===== src/rtl/jmp_seq_ctrl_if.sv =====
// Host/config and run-control bundle for jmp_seq_ctrl.
// The pause signal exists only when JMP_SEQ_PAUSE_EN is defined.
interface jmp_seq_ctrl_if #(
    parameter int WIDTH   = 4,
    parameter int NUM_JMP = 2,
    parameter int LAP_W   = 8
);
    logic                       cfg_valid;
    logic                       cfg_ready;
    logic [$clog2(NUM_JMP)-1:0] cfg_idx;
    logic [WIDTH-1:0]           cfg_from;
    logic [WIDTH-1:0]           cfg_to;
    logic                       cfg_en;
    logic                       start;
    logic                       stop;
    logic [LAP_W-1:0]           laps;
    logic [WIDTH-1:0]           count;
    logic                       busy;
    logic                       wrap;
    logic                       done;
    logic [LAP_W-1:0]           laps_left;
`ifdef JMP_SEQ_PAUSE_EN
    logic                       pause;
`endif

    modport master (
        output cfg_valid, cfg_idx, cfg_from, cfg_to, cfg_en, start, stop, laps,
`ifdef JMP_SEQ_PAUSE_EN
        output pause,
`endif
        input  cfg_ready, count, busy, wrap, done, laps_left
    );

    modport slave (
        input  cfg_valid, cfg_idx, cfg_from, cfg_to, cfg_en, start, stop, laps,
`ifdef JMP_SEQ_PAUSE_EN
        input  pause,
`endif
        output cfg_ready, count, busy, wrap, done, laps_left
    );
endinterface


===== src/rtl/jmp_seq_ctrl.sv =====
// Run controller for the 4-bit jump counter with a programmable jump table.
// Optional pause input is enabled by defining JMP_SEQ_PAUSE_EN.
module jmp_seq_ctrl #(
    parameter int WIDTH   = 4,
    parameter int NUM_JMP = 2,
    parameter int LAP_W   = 8
) (
    input  logic          clk,
    input  logic          resetN,
    jmp_seq_ctrl_if.slave bus
);
    localparam logic [1:0] ST_IDLE = 2'd0;
    localparam logic [1:0] ST_RUN  = 2'd1;
    localparam logic [1:0] ST_DONE = 2'd2;
    localparam logic [WIDTH-1:0] CNT_MAX = '1;

    logic [1:0]             state;
    logic [WIDTH-1:0]       count_q;
    logic [LAP_W-1:0]       laps_left_q;
    logic                   wrap_q;
    logic                   done_q;
    logic [NUM_JMP-1:0][WIDTH-1:0] tbl_from;
    logic [NUM_JMP-1:0][WIDTH-1:0] tbl_to;
    logic [NUM_JMP-1:0]     tbl_en;
    logic [NUM_JMP-1:0]     tbl_match;
    logic                   hit;
    logic [WIDTH-1:0]       hit_to;
    logic                   run_hold;
    logic                   cfg_wr;

`ifdef JMP_SEQ_PAUSE_EN
    assign run_hold = bus.pause;
`else
    assign run_hold = 1'b0;
`endif

    assign cfg_wr = bus.cfg_valid && (state == ST_IDLE);

    genvar g;
    generate
        for (g = 0; g < NUM_JMP; g++) begin : g_ent
            always_ff @(posedge clk or negedge resetN) begin
                if (!resetN) begin
                    tbl_from[g] <= '0;
                    tbl_to[g]   <= '0;
                    tbl_en[g]   <= 1'b0;
                end else if (cfg_wr && (int'(bus.cfg_idx) == g)) begin
                    tbl_from[g] <= bus.cfg_from;
                    tbl_to[g]   <= bus.cfg_to;
                    tbl_en[g]   <= bus.cfg_en;
                end
            end
            assign tbl_match[g] = tbl_en[g] && (tbl_from[g] == count_q);
        end
    endgenerate

    // Scan high to low so the lowest matching index wins.
    always_comb begin
        hit    = 1'b0;
        hit_to = '0;
        for (int i = NUM_JMP - 1; i >= 0; i--) begin
            if (tbl_match[i]) begin
                hit    = 1'b1;
                hit_to = tbl_to[i];
            end
        end
    end

    always_ff @(posedge clk or negedge resetN) begin
        if (!resetN) begin
            state       <= ST_IDLE;
            count_q     <= '0;
            laps_left_q <= '0;
            wrap_q      <= 1'b0;
            done_q      <= 1'b0;
        end else begin
            wrap_q <= 1'b0;
            done_q <= 1'b0;
            case (state)
                ST_IDLE: begin
                    if (bus.start) begin
                        state       <= ST_RUN;
                        count_q     <= '0;
                        laps_left_q <= bus.laps;
                    end
                end
                ST_RUN: begin
                    if (bus.stop) begin
                        state <= ST_IDLE;
                    end else if (run_hold) begin
                        wrap_q <= wrap_q;
                    end else if (hit) begin
                        count_q <= hit_to;
                    end else if (count_q == CNT_MAX) begin
                        count_q <= '0;
                        wrap_q  <= 1'b1;
                        if (laps_left_q != '0) begin
                            laps_left_q <= laps_left_q - LAP_W'(1);
                        end
                        if (laps_left_q == LAP_W'(1)) begin
                            state  <= ST_DONE;
                            done_q <= 1'b1;
                        end
                    end else begin
                        count_q <= count_q + WIDTH'(1);
                    end
                end
                ST_DONE: state <= ST_IDLE;
                default: state <= ST_IDLE;
            endcase
        end
    end

    assign bus.cfg_ready = (state == ST_IDLE);
    assign bus.busy      = (state == ST_RUN);
    assign bus.count     = count_q;
    assign bus.laps_left = laps_left_q;
    assign bus.wrap      = wrap_q;
    assign bus.done      = done_q;
endmodule


===== src/flat_wrapper.sv =====
// flat-port wrapper written by rule: the top's interface ports become plain ports
module jmp_seq_ctrl_flat 
#(
    parameter int WIDTH   = 4,
    parameter int NUM_JMP = 2,
    parameter int LAP_W   = 8
)
  (clk, resetN, bus_cfg_valid, bus_cfg_idx, bus_cfg_from, bus_cfg_to, bus_cfg_en, bus_start, bus_stop, bus_laps, bus_cfg_ready, bus_count, bus_busy, bus_wrap, bus_done, bus_laps_left);
  jmp_seq_ctrl_if #(.WIDTH(WIDTH), .NUM_JMP(NUM_JMP), .LAP_W(LAP_W)) bus_i ();
  input  logic clk;
  input  logic resetN;
  input wire logic [$bits(bus_i.cfg_valid)-1:0] bus_cfg_valid;
  input wire logic [$bits(bus_i.cfg_idx)-1:0] bus_cfg_idx;
  input wire logic [$bits(bus_i.cfg_from)-1:0] bus_cfg_from;
  input wire logic [$bits(bus_i.cfg_to)-1:0] bus_cfg_to;
  input wire logic [$bits(bus_i.cfg_en)-1:0] bus_cfg_en;
  input wire logic [$bits(bus_i.start)-1:0] bus_start;
  input wire logic [$bits(bus_i.stop)-1:0] bus_stop;
  input wire logic [$bits(bus_i.laps)-1:0] bus_laps;
  output wire logic [$bits(bus_i.cfg_ready)-1:0] bus_cfg_ready;
  output wire logic [$bits(bus_i.count)-1:0] bus_count;
  output wire logic [$bits(bus_i.busy)-1:0] bus_busy;
  output wire logic [$bits(bus_i.wrap)-1:0] bus_wrap;
  output wire logic [$bits(bus_i.done)-1:0] bus_done;
  output wire logic [$bits(bus_i.laps_left)-1:0] bus_laps_left;
  assign bus_i.cfg_valid = bus_cfg_valid;
  assign bus_i.cfg_idx = bus_cfg_idx;
  assign bus_i.cfg_from = bus_cfg_from;
  assign bus_i.cfg_to = bus_cfg_to;
  assign bus_i.cfg_en = bus_cfg_en;
  assign bus_i.start = bus_start;
  assign bus_i.stop = bus_stop;
  assign bus_i.laps = bus_laps;
  assign bus_cfg_ready = bus_i.cfg_ready;
  assign bus_count = bus_i.count;
  assign bus_busy = bus_i.busy;
  assign bus_wrap = bus_i.wrap;
  assign bus_done = bus_i.done;
  assign bus_laps_left = bus_i.laps_left;
  jmp_seq_ctrl #(.WIDTH(WIDTH), .NUM_JMP(NUM_JMP), .LAP_W(LAP_W)) u_core (.clk(clk), .resetN(resetN), .bus(bus_i));
endmodule

===== config.mk =====
export PLATFORM = sky130hd
export DESIGN_NAME = jmp_seq_ctrl_flat
export DESIGN_NICKNAME = d
export VERILOG_FILES = /design/src/rtl/jmp_seq_ctrl_if.sv /design/src/rtl/jmp_seq_ctrl.sv /design/src/flat_wrapper.sv
export SDC_FILE = /design/constraint.sdc
export NUM_CORES = 1
export LEC_CHECK = 0
export BUFFER_PORTS_ARGS = -buffer_cell sky130_fd_sc_hd__buf_4
export CAP_MARGIN = 10
export CORE_MARGIN = 10
export CORE_UTILIZATION = 45
export CTS_CLUSTER_DIAMETER = 120
export DETAILED_ROUTE_END_ITERATION = 8
export GPL_TIMING_DRIVEN = 0
export PLACE_DENSITY = 0.68
export SETUP_SLACK_MARGIN = 0.15
export SLEW_MARGIN = 20
export SYNTH_ARGS = -nofsm -noshare
export SYNTH_HDL_FRONTEND = slang
export SYNTH_SLANG_ARGS = --single-unit

===== constraint.sdc =====
create_clock -name clk -period 2.45 [get_ports clk]
set_input_delay 0.49 -clock clk [delete_from_list [all_inputs] [get_ports clk]]
set_output_delay 0.49 -clock clk [all_outputs]
set_load 0.05 [all_outputs]

==> results.sh <==
export IMPL_p_per_area_nw_per_um2=1070
export IMPL_timing_final_crit_period_ns=2.12
export IMPL_portBuffers=38
export IMPL_synthTopCellsByArea="dfrtp_1, mux2_2, nand2_1"
export IMPL_fin_nets=255
export IMPL_vias=1535
export IMPL_syn_nets=210
export IMPL_area_delta_synth_final_pct=25.6
export IMPL_drt_iter0_drc=85
export IMPL_die_area_um2=6920
export IMPL_crit_required_ns=2.62
export IMPL_hold_path_class="in -> async"
export IMPL_peakVddDrop_v=0.000492
export IMPL_overflow=0
export IMPL_maxCapViolations=0
export IMPL_ys_flop_type="dfrtp_1"
export IMPL_grt_usage=0.127
export IMPL_finClkSkew_ns=0.00541
export IMPL_final_setup_viol_count=0
export IMPL_synth_area_um2=1800
export IMPL_cts_setup_buffers=0
export IMPL_tightest_slew_ns=0.543
export IMPL_remaining_drc_errors=0
export IMPL_htreeDepth=2
export IMPL_path_clk_slew_ns=0.07
export IMPL_critical_path_class="reg -> reg"
export IMPL_hold_ws_ns=0.142
export IMPL_final_common_cell="buf_4"
export IMPL_num_rows=22
export IMPL_r2r_start="u_core.bus.laps_left[2]"
export IMPL_status="finished, final reports clean"
export IMPL_synth_ff_latch_count=34
export IMPL_p_leak_uw=0.00102
export IMPL_synth_cell_types=36
export IMPL_synth_edf_count=0
export IMPL_grt_setup_unrepaired="false"
export IMPL_grt_max_degree=35
export IMPL_antenna_cells=0
export IMPL_cts_buffers=5
export IMPL_first_global_vias=1542
export IMPL_worst_skew_pair_late_latency_ns=0.28
export IMPL_drive_above_1_share=0.288
export IMPL_viasPerCell=5.54
export IMPL_netlist_area_leader_share=0.474
export IMPL_initial_utilization=0.476
export IMPL_seq_area_um2=851
export IMPL_path_max_fanout=6
export IMPL_slew_violations=0
export IMPL_coreArea_um2=3770
export IMPL_fill_cells=306
export IMPL_die_h_um=83.2
export IMPL_clk_path_buf_depth=2
export IMPL_syn_area_per_cell_um2=9.82
export IMPL_fin_util=0.599
export IMPL_finalHoldViolations=0
export IMPL_dr_pass1_iters=4
export IMPL_cts_root_buffer="clkbuf_8"
export IMPL_cts_sinks=34
export IMPL_ys_warn_count=0
export IMPL_tns_ns=0
export IMPL_syn_inst=183
export IMPL_fin_crit_sh=0.865
export IMPL_crit_start="u_core.bus.laps_left[2]"
export IMPL_wl_per_cell_um=16.1
export IMPL_cts_resized=1
export IMPL_tritoncts="yes"
export IMPL_globalplace_congestion=0.894
export IMPL_layout_common_cells="buf_4, dfrtp_1, nand2_1"
export IMPL_cp_start_kind="flip-flop"
export IMPL_ctsHoldBuffers=0
export IMPL_antenna_found_initial=0
export IMPL_ios=39
export IMPL_max_freq_ghz=0.472
export IMPL_crit_path_end_kind="flip-flop"
export IMPL_cp_arrival_ns=2.29
export IMPL_grt_pass1_wl_mm=7.42
export IMPL_routed_wirelength_mm=4.47
export IMPL_ys_seq_area_frac=0.474
export IMPL_maxSlewHeadroom=0.635
export IMPL_dp_hpwl_mm=3.42
export IMPL_async_reset_ff_frac=1.00
export IMPL_ant_nets=0
export IMPL_multi_input_area_um2=883
export IMPL_synth_area_leader_cell="dfrtp_1"
export IMPL_die_w_um=83.2
[cells in the mapped netlist (3+ instances only)]
library cell   n
dfrtp_1       34
nand2_1       20
nor2_1        15
mux2_2        14
o21ai_0       13
inv_1          9
a21oi_1        8
clkbuf_1       6
nor4_1         6
mux2i_1        5
o22ai_1        5
xor2_1         5
ha_1           4
nand3_1        4
nor3_1         4
o221ai_1       4
xnor2_1        4
and3_1         3
[kinds of logic after synthesis]
group / share of synthesized area
buffers and inverters: 0.0383
adder cells (fa/ha/maj): 0.0279
XOR/XNOR: 0.0439
AO/OA/AOI/OAI: 0.127
AND/OR/NAND/NOR: 0.173
flip-flops: 0.474
multiplexers: 0.116
[layer usage]
layer | GRT usage | up-vias | routed length [um]
li1 | - | 746 | -
met1 | 0.148 | 723 | 1840
met2 | 0.209 | 64 | 2270
met3 | 0.0498 | 2 | 343
met4 | 0.0369 | 0 | 14
met5 | 0 | - | 0
[final timing paths]
path                                      endpoint  slack, ns  cells past startpoint
min in group clk                  u_core.tbl_to[3]       0.42                      3
hold / removal             u_core.bus.laps_left[2]       0.14                      1
hold reg to reg                   u_core.tbl_en[1]       0.52                      1
setup / recovery           u_core.bus.laps_left[7]       0.33                      4
setup reg to reg           u_core.bus.laps_left[7]       0.33                      4
max in group asynchronous       u_core.tbl_from[7]       2.00                      1
[where the power goes]
group	internal [uW]	total, uW	switching, uW
clock	299	501	201
combinational	394	1050	658
sequential	712	863	151
total	1400	2420	1010
[metrics by stage]
step / worst slack [ns] / instance area [um^2] / std cells / power, uW
floorplan: 0.183 / 1800 / 183 / 1600
global placement: 0.154 / 2140 / 269 / 1880
detailed placement: 0.143 / 2140 / 269 / 1920
CTS: 0.340 / 2260 / 277 / 2430
global route: 0.181 / 2260 / 277 / 2560
finish: 0.330 / 2260 / 277 / 2420
[worst max-delay path, stage by stage (launching register included)]
cell and delay (ns):
dfrtp_1 0.44, or4_4 0.56, or4_1 0.42, a32o_1 0.27, a311o_1 0.31
[flip-flops by register name, indices dropped and copies added (netlist names)]
name                  cells
u_core.bus.count          4
u_core.bus.done           1
u_core.bus.laps_left      8
u_core.bus.wrap           1
u_core.state              2
u_core.tbl_en             2
u_core.tbl_from           8
u_core.tbl_to             8
[final cells by class]
cell class / count / share of cell area
timing repair buffer: 38 / 0.126
buffer: 8 / 0.0155
sequential: 34 / 0.377
clock inverter: 3 / 0.0177
inverter: 9 / 0.0150
tap: 48 / 0.0266
clock buffer: 5 / 0.0305
multi-input combinational: 132 / 0.391
Power figures use the tool's default switching activity.
